## src/rtl/ntt_pkg.sv

```systemverilog
// Shared NTT definitions: coefficient/frame types and the bit-reversal index map
// used by both the NTT core and its output streamer.
package ntt_pkg;

   localparam int NTT_W = 32;
   localparam int NTT_N = 4;

   typedef logic [NTT_W-1:0] coeff_t;
   typedef coeff_t frame_t [0:NTT_N-1];

   // Reverses the low log2_n bits of idx.
   function automatic int unsigned bit_reverse(input int unsigned idx, input int unsigned log2_n);
      int unsigned r;
      r = 0;
      for (int unsigned b = 0; b < log2_n; b++) begin
         if (idx[b]) r = r | (32'd1 << (log2_n - 1 - b));
      end
      return r;
   endfunction

endpackage

```

## src/rtl/ntt_frame_pingpong.sv

```systemverilog
// Two-slot frame store: captures a bit-reversed frame in natural order on push,
// presents one coefficient of the read slot selected by the beat index.
module ntt_frame_pingpong
   import ntt_pkg::*;
#(
   parameter  int W      = 32,
   parameter  int N      = 4,
   localparam int LOG2_N = $clog2(N)
) (
   input  logic              clk,
   input  logic              rst_n,
   input  logic              push_i,
   input  logic              push_mode_i,
   input  logic [W-1:0]      push_data_i [0:N-1],
   input  logic              pop_i,
   input  logic [LOG2_N-1:0] rd_beat_i,
   output logic [W-1:0]      rd_coeff_o,
   output logic              rd_mode_o
);

   logic [W-1:0] frame_q [0:1][0:N-1];
   logic [W-1:0] frame_d [0:1][0:N-1];
   logic [1:0]   mode_q, mode_d;
   logic         wr_ptr_q, wr_ptr_d;
   logic         rd_ptr_q, rd_ptr_d;

   always_comb begin
      frame_d  = frame_q;
      mode_d   = mode_q;
      wr_ptr_d = wr_ptr_q;
      rd_ptr_d = rd_ptr_q;
      // When full and popping, wr_ptr equals rd_ptr: the vacated slot is reused.
      if (push_i) begin
         for (int k = 0; k < N; k++) begin
            frame_d[wr_ptr_q][LOG2_N'(k)] = push_data_i[LOG2_N'(bit_reverse(k, LOG2_N))];
         end
         mode_d[wr_ptr_q] = push_mode_i;
         wr_ptr_d         = ~wr_ptr_q;
      end
      if (pop_i) rd_ptr_d = ~rd_ptr_q;
   end

   always_ff @(posedge clk or negedge rst_n) begin
      if (!rst_n) begin
         for (int p = 0; p < 2; p++) begin
            for (int k = 0; k < N; k++) frame_q[p][k] <= '0;
         end
         mode_q   <= '0;
         wr_ptr_q <= 1'b0;
         rd_ptr_q <= 1'b0;
      end else begin
         frame_q  <= frame_d;
         mode_q   <= mode_d;
         wr_ptr_q <= wr_ptr_d;
         rd_ptr_q <= rd_ptr_d;
      end
   end

   assign rd_coeff_o = frame_q[rd_ptr_q][rd_beat_i];
   assign rd_mode_o  = mode_q[rd_ptr_q];

endmodule

```

## src/rtl/ntt_output_streamer.sv

```systemverilog
// NTT sink: buffers up to two reordered frames and streams them one coefficient
// per valid/ready beat; frames arriving while full are dropped and flagged.
module ntt_output_streamer
   import ntt_pkg::*;
#(
   parameter  int W      = 32,
   parameter  int N      = 4,
   localparam int LOG2_N = $clog2(N)
) (
   input  logic              clk,
   input  logic              reset_n,
   input  logic              frame_valid_in,
   input  logic              frame_mode_in,
   input  logic [W-1:0]      frame_data_in [0:N-1],
   output logic              out_valid,
   input  logic              out_ready,
   output logic [W-1:0]      out_data,
   output logic [LOG2_N-1:0] out_index,
   output logic              out_last,
   output logic              out_mode,
   output logic [1:0]        frames_pending,
   output logic              overflow,
   input  logic              clear_overflow
);

   localparam logic [LOG2_N-1:0] LAST_BEAT = LOG2_N'(N - 1);

   logic [LOG2_N-1:0] beat_q, beat_d;
   logic [1:0]        pending_q, pending_d;
   logic              ovf_q, ovf_d;
   logic              xfer, pop, push, drop;

   assign out_valid = (pending_q != 2'd0);
   assign xfer      = out_valid && out_ready;
   assign pop       = xfer && (beat_q == LAST_BEAT);
   assign push      = frame_valid_in && ((pending_q != 2'd2) || pop);
   assign drop      = frame_valid_in && !push;

   always_comb begin
      beat_d = beat_q;
      if (xfer) beat_d = pop ? '0 : beat_q + LOG2_N'(1);
      pending_d = pending_q + {1'b0, push} - {1'b0, pop};
      ovf_d     = ovf_q;
      if (clear_overflow) ovf_d = 1'b0;
      if (drop)           ovf_d = 1'b1;
   end

   always_ff @(posedge clk or negedge reset_n) begin
      if (!reset_n) begin
         beat_q    <= '0;
         pending_q <= 2'd0;
         ovf_q     <= 1'b0;
      end else begin
         beat_q    <= beat_d;
         pending_q <= pending_d;
         ovf_q     <= ovf_d;
      end
   end

   ntt_frame_pingpong #(.W(W), .N(N)) u_pingpong (
      .clk         (clk),
      .rst_n       (reset_n),
      .push_i      (push),
      .push_mode_i (frame_mode_in),
      .push_data_i (frame_data_in),
      .pop_i       (pop),
      .rd_beat_i   (beat_q),
      .rd_coeff_o  (out_data),
      .rd_mode_o   (out_mode)
   );

   assign out_index      = beat_q;
   assign out_last       = out_valid && (beat_q == LAST_BEAT);
   assign frames_pending = pending_q;
   assign overflow       = ovf_q;

endmodule
```

## config.mk

```make
export PLATFORM = sky130hd
export DESIGN_NAME = ntt_output_streamer
export DESIGN_NICKNAME = d
export VERILOG_FILES = /design/src/rtl/ntt_pkg.sv /design/src/rtl/ntt_frame_pingpong.sv /design/src/rtl/ntt_output_streamer.sv
export SDC_FILE = /design/constraint.sdc
export NUM_CORES = 1
export LEC_CHECK = 0
export ABC_AREA = 1
export CAP_MARGIN = 20
export CELL_PAD_IN_SITES_DETAIL_PLACEMENT = 1
export CELL_PAD_IN_SITES_GLOBAL_PLACEMENT = 1
export CORE_MARGIN = 8
export CORE_UTILIZATION = 36
export CTS_CLUSTER_SIZE = 14
export DETAILED_ROUTE_END_ITERATION = 6
export GPL_TIMING_DRIVEN = 0
export HOLD_SLACK_MARGIN = 0.1
export PLACE_DENSITY = 0.8
export SKIP_CTS_REPAIR_TIMING = 1
export SLEW_MARGIN = 20
export SYNTH_ARGS = -nofsm -noshare
export SYNTH_HDL_FRONTEND = slang
export SYNTH_SLANG_ARGS = --single-unit
export TNS_END_PERCENT = 10
```

## constraint.sdc

```tcl
create_clock -name clk -period 1.93 [get_ports clk]
set_input_delay 0.2895 -clock clk [delete_from_list [all_inputs] [get_ports clk]]
set_output_delay 0.2895 -clock clk [all_outputs]
set_load 0.1 [all_outputs]
```

==> impl_results.md <==
- Mapped Area: 0.00682 mm²
- CTS H-Tree Depth: 4
- Vias per cell: 5.59
- Routed wire length: 27,700 µm
- CTS Sinks: 137
- CP startpoint: u_pingpong.rd_ptr_q$_DFFE_PN0N_
- DRC violation count after routing: 0
- Post-Synthesis Cells: 869
- Setup Viol. Count Final: 35
- Main combinational cell family by area after synthesis: simple AND/OR/NAND/NOR gates
- CP Buf/Inv Count: 3
- Root Driver: clkbuf_16
- Violated checks: setup timing
- R2R cell count: 10
- Final period utilization: 118%
- Hold WS: 0.380 ns
- Global-route wire length before repair: 41,900 µm
- IO Pins: 174
- ANT cells: 0
- DR iter-0 viols: 500
- Initial antenna violation count: 0
- Number of synthesized flops with an enable pin: 0
- CP required: 1.64 ns
- Post-synthesis net count: 1,006
- Cell variety after synth: 22
- Final #Nets: 1,137
- Vias in the first global route: 7,431
- Via count: 6,959
- Simple-gate share of the synthesized area: 34.8%
- Seq cells post-synth: 137
- Crit Reg-Reg Endpoint: frames_pending[1]$_DFF_PN0_
- Top delay family on crit path: buffers and inverters
- Layout cells sized above 1: 21.2%
- Cell taking the most area after synthesis: dfrtp_1
- Least-Margin Pin Slew: 1.02 ns
- PnR worst setup slack: -0.352 ns
- Critical Path Fanout Max: 10
- Max Transition Viols Final: 0
- Startpoint Class: flop
- Total CTS buffers: 17
- Most common cell after layout, fill and taps aside: nand2_1
- Slowest CP cell: dfrtp_1
- Syn Area/Cell: 7.84 µm²
- Tmin final: 2.28 ns
- CP max stage delay: 0.44 ns
- Sequential-to-total area share from yosys stat: 50.3%
- GRT overflow: 0
- Status: complete, but fails checks
- Die footprint: 0.0236 mm²
- Setup CP Type: flop to primary output
- Critical Path AT: 1.99 ns
- Die X-Extent: 154 µm
- Overall Global Routing Usage: 22.9%
- GPL Wtd Cong: 0.858
- Synth Flop Type: dfrtp_1
- ANT nets after route: 0
- # port buffers: 108
- Hold WC Path Type: input port to async pin
- Worst-skew pair later-pin latency: 0.43 ns
- Maxcap violations: 0
- Max-slew headroom: 32.1%
- Reg-to-Reg Start: out_index[0]$_DFFE_PN0P_
- DPL Wire Length: 19,300 µm
- Top-area cell type share of the netlist area: 50.3%
- Compound-Gate Fraction of Synth Area: 7.34%
- Highest Clock Rate: 0.438 GHz
- CTS clk-pin slew, worst paths: 0.06 ns
- Initial core utilization: 36.6%
- Hold violation total from the final report: 0
- Synth area leaders: dfrtp_1, nand2_1, nand4_1
- CTS tree: built
- Adder-Cell Fraction of Synth Area: 0.551%
- Largest net degree at the start of global routing: 88
- First drt pass iteration count: 4
- DIE HEIGHT: 154 µm
- Cell row count: 50
- Worst-path cell chain: buf_8 > buf_6 > nor2_1 > nor2_1 > o21ai_1 > a21oi_4 > buf_12
- Crit path top cell by count: nor2_1
- Clk_skew: 0.0108 ns
- Ys Warns: 0
- CTS Buffer Depth: 2
- Synth-to-Final Area Change: 45.6%
- Worst Setup End Kind: primary output
- Core area: 0.0186 mm²
- Unrepaired setup endpoints after global routing: true
- Post-Synth XOR/XNOR Area: 0.386%
- Post-synthesis mux area share: 0%
- Routed len/inst: 22.3 µm
- FF-to-FF setup slack: -0.15 ns
- Post-synth ARST share: 100%
- Most frequent cells in the layout: nand2_1, dfrtp_1, nand4_1
[metal layers]
| layer | vias to the layer above | part of all wire (%) | track usage [%] |
|---|---|---|---|
| met1 | 3510 | 43 | 29.2 |
| met5 | - | 0 | 0 |
| li1 | 3189 | - | - |
| met3 | 45 | 5.1 | 3.22 |
| met2 | 215 | 50 | 38.4 |
| met4 | 0 | 2.3 | 9.24 |
[synthesized netlist by cell type, types with 5 or more instances]
cell        n
inv_1       5
buf_6       5
buf_1       6
clkbuf_1   28
o21ai_0    61
nor2_1    129
nand4_1   130
a21oi_1    35
nand2_1   269
dfrtp_1   137
buf_4       7
buf_2      36
[final cells by class]
cell class	count	area, µm²
Fill cell	2160	8720
Tap cell	234	293
Multi-Input combinational cell	641	3490
Timing Repair Buffer	112	1470
Clock inverter	8	120
Inverter	9	48.8
Buffer	82	591
Clock buffer	22	474
Sequential cell	137	3440
[stage by stage]
| step | instances | instance area [µm²] | setup slack, ns | TNS, ns | utilization [%] |
|---|---|---|---|---|---|
| finish | 1245 | 9920 | -0.352 | -8.84 | 53.2 |
| global route | 1245 | 9920 | -0.365 | -10.92 | 53.2 |
| CTS | 1242 | 9300 | -1.89 | -57.07 | 49.9 |
| detailed placement | 1212 | 8710 | -1.44 | -40.16 | 46.7 |
| global placement | 1211 | 8670 | -6.11 | -744.43 | 46.5 |
| floorplan | 869 | 7300 | -0.202 | -4.48 | - |
[cell families after synthesis]
family | after synthesis
simple gates | 535
flops | 137
compound gates | 100
buf+inv | 91
xor+xnor | 3
fa+ha+maj | 3
[flip-flops by register name (all words and copies together) (netlist names)]
register / cells
overflow: 1
u_pingpong.wr_ptr_q: 1
u_pingpong.frame_q: 128
frames_pending: 2
u_pingpong.mode_q: 2
u_pingpong.rd_ptr_q: 1
out_index: 2
[how the worst max path moves through the flow]
stage                                  endpoint  slack (ns)  cells past startpoint
floorplan           frames_pending[1]$_DFF_PN0_       -0.20                     11
global placement       out_index[1]$_DFFE_PN0P_       -6.11                      1
detailed placement                 out_data[13]       -1.44                      6
CTS                                out_data[13]       -1.89                      6
global route                       out_data[16]       -0.36                      6
finish                             out_data[23]       -0.35                      7
[worst reg2reg max path: cells and delay by family (launching register included)]
family	cells	cell delay, ns
and+or+nand+nor	3	0.35
DFF	1	0.44
buffers and inverters	2	0.22
adders and majority gates	3	0.65
xor gates and xnor gates	2	0.34
Power is not shown: default switching activity piles up to over one toggle a cycle in this logic, so the estimate is an artifact.
